File: src/rtl/instr_fetch_unit.sv
`default_nettype none
// ============================================================================
// Module   : instr_fetch_unit
// Purpose  : Fetch front-end. Owns the fetch PC, issues one outstanding word
//            fetch over req/gnt/rvalid, buffers words in a small FWFT prefetch
//            FIFO and hands {instruction, PC} to decode. Redirects flush the
//            FIFO and discard stale in-flight responses.
// Revision : 1.0 - initial release
// ============================================================================
module instr_fetch_unit #(
  parameter logic [31:0] RESET_PC = 32'h0000_0000,
  parameter int          DEPTH    = 2
) (
  input  logic        clk,
  input  logic        reset_n,
  output logic        imem_req,
  output logic [31:0] imem_addr,
  input  logic        imem_gnt,
  input  logic        imem_rvalid,
  input  logic [31:0] imem_rdata,
  output logic        inst_valid,
  output logic [31:0] inst_data,
  output logic [31:0] inst_pc,
  input  logic        inst_ready,
  input  logic        redirect,
  input  logic [31:0] redirect_pc
);

  localparam int c_PTR_W = (DEPTH > 1) ? $clog2(DEPTH) : 1;
  localparam int c_CNT_W = $clog2(DEPTH + 1);
  localparam logic [c_CNT_W-1:0] c_DEPTH = c_CNT_W'(DEPTH);

  typedef enum logic [1:0] {
    S_IDLE  = 2'd0,
    S_REQ   = 2'd1,
    S_WAIT  = 2'd2,
    S_DRAIN = 2'd3
  } state_t;

  state_t             r_state;
  logic [31:0]        r_fetch_pc;
  logic [31:0]        r_req_pc;
  logic [31:0]        r_mem_data [DEPTH];
  logic [31:0]        r_mem_pc   [DEPTH];
  logic [c_PTR_W-1:0] r_rd_ptr;
  logic [c_PTR_W-1:0] r_wr_ptr;
  logic [c_CNT_W-1:0] r_count;
  logic [31:0]        r_head_data;
  logic [31:0]        r_head_pc;

  logic               w_grant;
  logic               w_push;
  logic               w_pop;
  logic [31:0]        w_redirect_pc;
  logic [c_CNT_W-1:0] w_cnt_after_pop;
  logic [c_CNT_W-1:0] w_cnt_next;
  logic [c_PTR_W-1:0] w_rd_next;
  logic [31:0]        w_next_head_data;
  logic [31:0]        w_next_head_pc;

  assign imem_req      = (r_state == S_REQ) && (r_count < c_DEPTH);
  assign imem_addr     = r_fetch_pc;
  assign inst_valid    = (r_count != '0);
  assign inst_data     = r_head_data;
  assign inst_pc       = r_head_pc;

  assign w_grant       = imem_req & imem_gnt;
  // A response arriving together with a redirect belongs to the old stream.
  assign w_push        = (r_state == S_WAIT) & imem_rvalid & ~redirect;
  assign w_pop         = inst_valid & inst_ready;
  assign w_redirect_pc = {redirect_pc[31:2], 2'b00};

  assign w_cnt_after_pop = r_count - c_CNT_W'(w_pop);
  assign w_cnt_next      = w_cnt_after_pop + c_CNT_W'(w_push);
  assign w_rd_next       = r_rd_ptr + c_PTR_W'(w_pop);

  // Next head: if the FIFO drains to empty this cycle, only the incoming word can be the head.
  always_comb begin
    w_next_head_data = r_mem_data[w_rd_next];
    w_next_head_pc   = r_mem_pc[w_rd_next];
    if (w_cnt_after_pop == '0) begin
      w_next_head_data = imem_rdata;
      w_next_head_pc   = r_req_pc;
    end
  end

  // Fetch FSM: PC sequencing, single outstanding request, redirect handling.
  always_ff @(posedge clk or negedge reset_n) begin
    if (!reset_n) begin
      r_state    <= S_IDLE;
      r_fetch_pc <= RESET_PC;
      r_req_pc   <= RESET_PC;
    end else begin
      case (r_state)
        S_IDLE: begin
          r_state <= S_REQ;
          if (redirect) r_fetch_pc <= w_redirect_pc;
        end
        S_REQ: begin
          if (redirect) begin
            // A granted request is already in flight; its response must be drained.
            r_fetch_pc <= w_redirect_pc;
            r_state    <= w_grant ? S_DRAIN : S_REQ;
          end else if (w_grant) begin
            r_req_pc   <= r_fetch_pc;
            r_fetch_pc <= r_fetch_pc + 32'd4;
            r_state    <= S_WAIT;
          end
        end
        S_WAIT: begin
          if (redirect) r_fetch_pc <= w_redirect_pc;
          if (imem_rvalid)   r_state <= S_REQ;
          else if (redirect) r_state <= S_DRAIN;
        end
        S_DRAIN: begin
          if (redirect)    r_fetch_pc <= w_redirect_pc;
          if (imem_rvalid) r_state    <= S_REQ;
        end
        default: r_state <= S_IDLE;
      endcase
    end
  end

  // FIFO control and registered head; head holds its value while the FIFO is empty.
  always_ff @(posedge clk or negedge reset_n) begin
    if (!reset_n) begin
      r_rd_ptr    <= '0;
      r_wr_ptr    <= '0;
      r_count     <= '0;
      r_head_data <= '0;
      r_head_pc   <= '0;
    end else if (redirect) begin
      r_rd_ptr <= '0;
      r_wr_ptr <= '0;
      r_count  <= '0;
    end else begin
      r_rd_ptr <= w_rd_next;
      r_wr_ptr <= r_wr_ptr + c_PTR_W'(w_push);
      r_count  <= w_cnt_next;
      if (w_cnt_next != '0) begin
        r_head_data <= w_next_head_data;
        r_head_pc   <= w_next_head_pc;
      end
    end
  end

  // FIFO storage; contents are only meaningful below the count.
  always_ff @(posedge clk) begin
    if (w_push) begin
      r_mem_data[r_wr_ptr] <= imem_rdata;
      r_mem_pc[r_wr_ptr]   <= r_req_pc;
    end
  end

endmodule
`default_nettype wire

File: config.mk
export PLATFORM = sky130hd
export DESIGN_NAME = instr_fetch_unit
export DESIGN_NICKNAME = d
export VERILOG_FILES = /design/src/rtl/instr_fetch_unit.sv
export SDC_FILE = /design/constraint.sdc
export NUM_CORES = 1
export LEC_CHECK = 0
export CORE_UTILIZATION = 45
export DETAILED_ROUTE_END_ITERATION = 7
export PLACE_DENSITY = 0.67
export SYNTH_ARGS = -nofsm -noshare
export SYNTH_HDL_FRONTEND = slang
export SYNTH_SLANG_ARGS = --single-unit
File: constraint.sdc
create_clock -name clk -period 7.64 [get_ports clk]
set_clock_uncertainty 0.15 [all_clocks]
set_input_delay 1.146 -clock clk [delete_from_list [all_inputs] [get_ports clk]]
set_output_delay 1.146 -clock clk [all_outputs]
set_load 0.005 [all_outputs]
==> results of run 1 <==
[worst max-delay path by stage]
stage,startpoint,endpoint,slack [ps],cells after the start
after floorplan,redirect,r_mem_data[1][0],3650,5
after global placement,redirect,inst_data[3],2880,10
after detailed placement,redirect,inst_pc[13],2840,10
after CTS,redirect,inst_pc[21],3350,10
after global routing,redirect,inst_data[6],3150,10
final,redirect,inst_pc[21],3390,10
[metal layers]
layer	part of all wire	up-vias	wire [µm]	global-route usage
met2	0.46	230	11400	0.345
met3	0.054	31	1330	0.0295
met1	0.47	3485	11400	0.293
met5	0	-	0	0
met4	0.016	0	391	0.0462
li1	-	3317	-	-
[where the power goes]
group / switching [mW] / leakage [nW] / total (mW) / internal, mW
logic: 1.13 / 1.60 / 2.00 / 0.867
registers: 0.242 / 2.67 / 2.02 / 1.78
clock network: 0.504 / 0.390 / 1.18 / 0.677
[layout by cell type (no fill, tap or decap), types with 7 or more instances in the layout]
master and count:
mux2_2 30, clkdlybuf4s50_1 160, nand2_1 30, o2bb2ai_1 62, dfrtp_1 128, clkbuf_1 14
nand3_1 12, a21oi_1 16, clkbuf_16 27, a211oi_1 64, buf_4 9, inv_1 11
ha_1 7, xnor2_1 12, edfxtp_1 124, nor3_1 7, nor2_1 23, o21ai_0 80
nor2b_1 64, and3_1 7
[flip-flops by register name, summed over array words and instances, names as in the netlist]
name	count
imem_addr	30
r_mem_data	64
inst_pc	30
r_req_pc	30
inst_data	32
r_mem_pc	60
r_rd_ptr	1
r_count	2
r_wr_ptr	1
r_state	2
[per-stage QoR]
| stage | power [mW] | hold slack [ps] | cell area [µm²] | std cells |
|---|---|---|---|---|
| finish | 5.20 | 336 | 13200 | 1280 |
| global route | 5.53 | 347 | 13200 | 1280 |
| CTS | 5.27 | 341 | 13200 | 1280 |
| detailed placement | 4.07 | 322 | 12400 | 1230 |
| global placement | 4.01 | 319 | 12400 | 1230 |
| floorplan | 3.18 | 305 | 10600 | 803 |
[synth_stat cells, drive strengths merged, types with 4 or more instances]
library cell / number / share of area
and4: 6 / 0.0050
clkbuf: 40 / 0.014
a21oi: 16 / 0.0076
and2: 7 / 0.0041
and3: 7 / 0.0041
o21ai: 81 / 0.038
nand3: 12 / 0.0057
nor2: 24 / 0.0088
nand2: 31 / 0.011
ha: 9 / 0.011
mux2: 30 / 0.032
inv: 12 / 0.0043
nor2b: 64 / 0.038
o2bb2ai: 62 / 0.051
edfxtp: 124 / 0.35
a311oi: 7 / 0.0064
a211oi: 64 / 0.045
dfrtp: 128 / 0.30
nor3: 9 / 0.0053
buf: 16 / 0.0091
o22ai: 4 / 0.0024
xnor2: 13 / 0.011
[layout make-up]
class / count / area [µm²] / share of cell area
inverter: 12 / 45.0 / 0.00340
clock inverter: 7 / 41.3 / 0.00312
clock buffer: 43 / 756 / 0.0571
sequential: 252 / 6930 / 0.523
multi-input combinational: 483 / 3400 / 0.257
timing repair buffer: 170 / 1680 / 0.127
tap: 313 / 392 / 0.0296
[logic make-up after synthesis]
logic type               count (synthesis)  share of synthesized area
flip-flops                             252                      0.656
XOR/XNOR                                16                     0.0133
AND/OR/NAND/NOR                        173                     0.0939
multiplexers                            31                     0.0329
other                                    1                   0.000355
AO/OA/AOI/OAI                          250                      0.165
adder cells (fa/ha/maj)                  9                     0.0107
buffers and inverters                   68                     0.0277
==> reports/qor.txt, run 1 <==
family with the most delay on the worst path - buffers and inverters
worst reg2reg endpoint - inst_pc[21]
maximum fanout count along the critical path - 52
Port Buffers - 161
Std-Cell Core Area - 0.0228 mm²
number of synthesized flops with an enable pin - 124
setup-violating endpoint count in the final report - 0
fill cell instance count of the final layout - 1,896
PostCTS Resize Cnt - 0
worst slack, placed - 2840 ps
number of buffers added for setup after CTS - 0
final hold viol count - 0
number of warnings reported in the yosys synthesis log - 0
hold path startpoint - inst_data[3]
max-capacitance violation count - 0
RSZ-0062 raised after global routing - no
clock latency at the later pin of the worst-skew pair - 520 ps
wire length of the first global-routing pass - 39,300 µm
Worst Path Buf+Inv - 4
global-route usage over all layers - 0.208
post-synthesis cell area - 0.0106 mm²
Pwr Density - 393 mW/mm²
DRC Markers - 0
Die X - 155 µm
height of the chip - 155 µm
largest net degree at the start of global routing - 81
count of final max-slew check failures - 0
count of unique library cells instantiated by Yosys - 53
proportion of register bits with asynchronous set or reset after synthesis - 0.508
worst vdd rail ir drop - 0.000240 V
number of antenna violations at the first check in global routing - 0
clock input transition at the sequential cells of the worst setup and hold paths - 60 ps
maximum achievable frequency - 235 MHz
total length of routed wires - 24,500 µm
cells along the critical path - clkdlybuf4s50_1 > buf_4 > inv_2 > and3_1 > ha_1 > xnor2_1 > and2_1 > nor2_4 > buf_4 > o2bb2ai_1
cell count after synthesis - 800
critical path's largest stage delay - 570 ps
remaining antenna violation count - 0
number of buffers between clock root and the deepest sink - 3
clock tree root buffer cell - clkbuf_16
hold-critical path depth - 1
result of the run - complete, no violations
standard-cell rows - 55
total congestion overflow - 0
nature of the critical path endpoint - register
Worst path most repeated cell - buf_4
H-tree lvl count - 1
max_slew headroom - 0.358
Num Clock Sinks - 252
startpoint type of the worst setup path - input pin
post-route setup slack - 3390 ps
Final Wtd Congestion - 0.837
TritonCTS buffer count - 27
drt wl/cell - 19.2 µm
register bit count reported by yosys - 252
R2R Path Start - r_count[1]
average vias per placed instance - 5.52
effective utilization at floorplan - 0.462
sequential cell area fraction in the yosys report - 0.656
routed via count - 7,063
vias in the first global route - 7,126
violation count after the first detailed-route iteration - 448
WS Path Type - input pin to register
post-detailed-placement half-perimeter wirelength - 14,900 µm
Boundary Pins - 168
mean instance size in the synthesized netlist - 13.2 µm²
period utilisation layout - 0.556
layout cell share with drive strength beyond 1 - 0.0962
number of optimization iterations in the first detailed-route pass - 5
number of antenna diodes - 0
reg-to-reg slack, setup - 4530 ps
Sum Neg Setup Slack - 0 ps
Die Footprint - 0.0241 mm²
end-of-flow core utilization - 0.580
Hold EP - inst_data[3]
FF-to-FF path depth - 9
slew at the pin closest to its max-slew limit - 963 ps
area grow syn2layout - 25.4%
reported leakage power - 4.66 nW
critical path data arrival time - 4540 ps
shortest period the worst path allows - 4250 ps
Nets - 1,025
primary flip-flop cell chosen by synthesis mapping - dfrtp_1
TritonCTS clock tree - done
cts-stage hold buffer count - 0
critical path required time - 7930 ps
class of the worst hold path - register to register
slowest stage cell, crit path - buf_4
No activity file was read; power rests on OpenSTA's default activity.
==> run 2: changes to the inputs <==
==> constraint.sdc (replaced) <==
create_clock -name clk -period 4.2 [get_ports clk]
set_clock_uncertainty 0.15 [all_clocks]
set_input_delay 0.63 -clock clk [delete_from_list [all_inputs] [get_ports clk]]
set_output_delay 0.63 -clock clk [all_outputs]
set_load 0.005 [all_outputs]
==> run 2 against run 1 <==
  * Largest cell class unchanged
  * Via count grew 0.27%
  * Core utilization grew 0.28 points
  * Count of clock-buffer cells in the layout is 2 lower
  * Final cell count up 0.23%
  * Sequential share of layout area down 0.26 points
  * Critical path depth fell by 5
  * Sequential power up 82%
  * Non-clock buffer count rose by 5
  * Cell area up 0.49%
  * Hold slack got worse by 250 ps
  * Sequential cell count did not move
  * Wire length fell by 1.3%
==> reports/qor.txt, run 2 (synthesis gave the netlist of run 1 again) <==
largest net degree at the start of global routing - 108 (was 81)
layout cell share with drive strength beyond 1 - 0.102 (was 0.0962)
TritonCTS buffer count - 26 (was 27)
reported leakage power - 4.69 nW (was 4.66 nW)
most common library cell in the layout ignoring fill and taps - clkdlybuf4s50_1 (unchanged)
Die Footprint - 0.0241 mm² (unchanged)
number of antenna diodes - 0 (unchanged)
critical path endpoint - imem_req (was inst_pc[21])
number of optimization iterations in the first detailed-route pass - 5 (unchanged)
slew at the pin closest to its max-slew limit - 1050 ps (was 963 ps)
overall power of the completed layout - 9.56 mW (was 5.20 mW)
post-detailed-placement half-perimeter wirelength - 14,700 µm (was 14,900 µm)
maximum fanout count along the critical path - 8 (was 52)
startpoint type of the worst setup path - register (was input pin)
nature of the critical path endpoint - output port (was register)
end-of-flow core utilization - 0.582 (was 0.580)
worst slack on hold paths - 82.1 ps (was 336 ps)
average vias per placed instance - 5.52 (about the same)
height of the chip - 155 µm (unchanged)
max_slew headroom - 0.298 (was 0.358)
worst reg2reg endpoint - inst_pc[7] (was inst_pc[21])
class of the worst hold path - input pin to async pin (was register to register)
flip-flop count of the largest register after layout - 64 (unchanged)
maximum achievable frequency - 334 MHz
routed via count - 7,082 (was 7,063)
RSZ-0062 raised after global routing - no (unchanged)
FF-to-FF path depth - 9 (unchanged)
commonest non-fill, non-tap cells in the layout - clkdlybuf4s50_1 (160), dfrtp_1 (128), edfxtp_1 (124), o21ai_0 (80) (unchanged)
number of buffers added for setup after CTS - 0 (unchanged)
Most flops, register - r_mem_data (unchanged)
effective utilization at floorplan - 0.462 (unchanged)
max-capacitance violation count - 0 (unchanged)
shortest period the worst path allows - 2990 ps
footprint of the flip-flops and latches - 0.00693 mm² (unchanged)
Die X - 155 µm (unchanged)
drt wl/cell - 18.9 µm (was 19.2 µm)
violation count after the first detailed-route iteration - 496 (was 448)
wire length of the first global-routing pass - 38,600 µm (was 39,300 µm)
PostCTS Resize Cnt - 0 (unchanged)
Num Clock Sinks - 252 (unchanged)
TritonCTS clock tree - done (unchanged)
DRC Markers - 0 (unchanged)
cts-stage hold buffer count - 0 (unchanged)
combinational share of power - 0.387 (was 0.385)
area after detailed placement - 0.0125 mm² (was 0.0124 mm²)
critical path data arrival time - 2210 ps (was 4540 ps)
critical path required time - 3420 ps (was 7930 ps)
area used by multi-input combinational logic - 0.00340 mm² (unchanged)
remaining antenna violation count - 0 (unchanged)
Sum Neg Setup Slack - 0 ps (unchanged)
result of the run - complete, no violations (unchanged)
switching power summed over all nets - 3.42 mW (was 1.88 mW)
Clk network pwr share - 0.228 (was 0.227)
number of antenna violations at the first check in global routing - 0 (unchanged)
Std-Cell Core Area - 0.0228 mm² (unchanged)
worst vdd rail ir drop - 0.000419 V (was 0.000240 V)
fill cell instance count of the final layout - 1,919 (was 1,896)
global-route usage over all layers - 0.204 (was 0.208)
final hold viol count - 0 (unchanged)
reg-to-reg slack, setup - 1430 ps (was 4530 ps)
Final Wtd Congestion - 0.845 (was 0.837)
area grow syn2layout - 26.0% (was 25.4%)
number of buffers between clock root and the deepest sink - 3 (unchanged)
WS Path Type - register to output port (was input pin to register)
count of final max-slew check failures - 0 (unchanged)
clock latency at the later pin of the worst-skew pair - 510 ps (was 520 ps)
clock input transition at the sequential cells of the worst setup and hold paths - 60 ps (about the same)
Nets - 1,029 (was 1,025)
Port Buffers - 161 (unchanged)
R2R Path Start - r_count[1] (unchanged)
Boundary Pins - 168 (unchanged)
proportion of total power due to net switching - 0.358 (was 0.361)
H-tree lvl count - 1 (unchanged)
setup-violating endpoint count in the final report - 0 (unchanged)
vias in the first global route - 6,785 (was 7,126)
worst setup path startpoint - r_state[1] (was redirect)
Pwr Density - 718 mW/mm² (was 393 mW/mm²)
period utilisation layout - 0.713
fraction of power consumed by sequential logic - 0.385 (was 0.388)
internal power of the cells - 6.14 mW (was 3.32 mW)
clock tree root buffer cell - clkbuf_16 (unchanged)
final instance area - 0.0133 mm² (was 0.0132 mm²)
total length of routed wires - 24,200 µm (was 24,500 µm)
standard-cell rows - 55 (unchanged)
total congestion overflow - 0 (unchanged)
==> run 2: cell count changes in the layout (fill, tap and decap cells not counted) <==
cell / previous run / this run
inv_6: 2 / 0
clkbuf_8: 2 / 3
clkbuf_1: 14 / 10
clkinv_1: 1 / 2
clkbuf_16: 27 / 28
buf_12: 0 / 1
clkinv_2: 4 / 5
buf_4: 9 / 13
==> run 2: worst min-delay path by stage <==
stage | start | end | slack [ps] | cells past startpoint
after floorplan | reset_n | imem_addr[10] | 180 | 0
after global placement | inst_data[31] | inst_data[31] | 320 | 1
after detailed placement | inst_data[5] | inst_data[5] | 320 | 1
after CTS | reset_n | imem_addr[25] | 160 | 1
after global routing | reset_n | imem_addr[25] | 180 | 1
final | reset_n | imem_addr[25] | 80 | 1
==> run 2: critical path, stage by stage (launching register included) <==
cell	delay, ps
dfrtp_1	420
inv_1	90
ha_1	350
inv_1	130
nor2_1	180
clkdlybuf4s50_1	530
==> run 2: per-layer routing <==
layer / up-vias / wire [µm] / part of all wire / global-route usage
met5: - / 0 / 0 / 0
met4: 0 / 295 / 0.012 / 0.0448
met3: 27 / 1310 / 0.054 / 0.0301
met2: 217 / 11100 / 0.46 / 0.316
met1: 3521 / 11500 / 0.48 / 0.306
li1: 3317 / - / - / -
==> run 2: power groups by stage <==
stage	Combinational, mW	Clock, mW	Sequential (mW)
final	3.70	2.18	3.68
after global routing	4.06	2.32	3.76
after CTS	3.75	2.23	3.68
after detailed placement	3.74	0	3.72
after global placement	3.65	0	3.71
after floorplan	2.18	0	3.61
==> run 2: metrics by stage <==
stage | std cells | worst slack [ps]
4_1_cts | 1283 | 1200
3_5_place_dp | 1235 | 938
5_1_grt | 1283 | 1120
3_3_place_gp | 1235 | 997
2_1_floorplan | 803 | 727
6_report | 1283 | 1210
==> run 2: final cells by class <==
cell class	instances	share of cell area
multi-input cells	483	0.256
flip-flops and latches	252	0.520
repair buffers	175	0.130
clock buffers	41	0.0586
well taps	313	0.0294
clock inverters	7	0.00244
inverters	12	0.00338
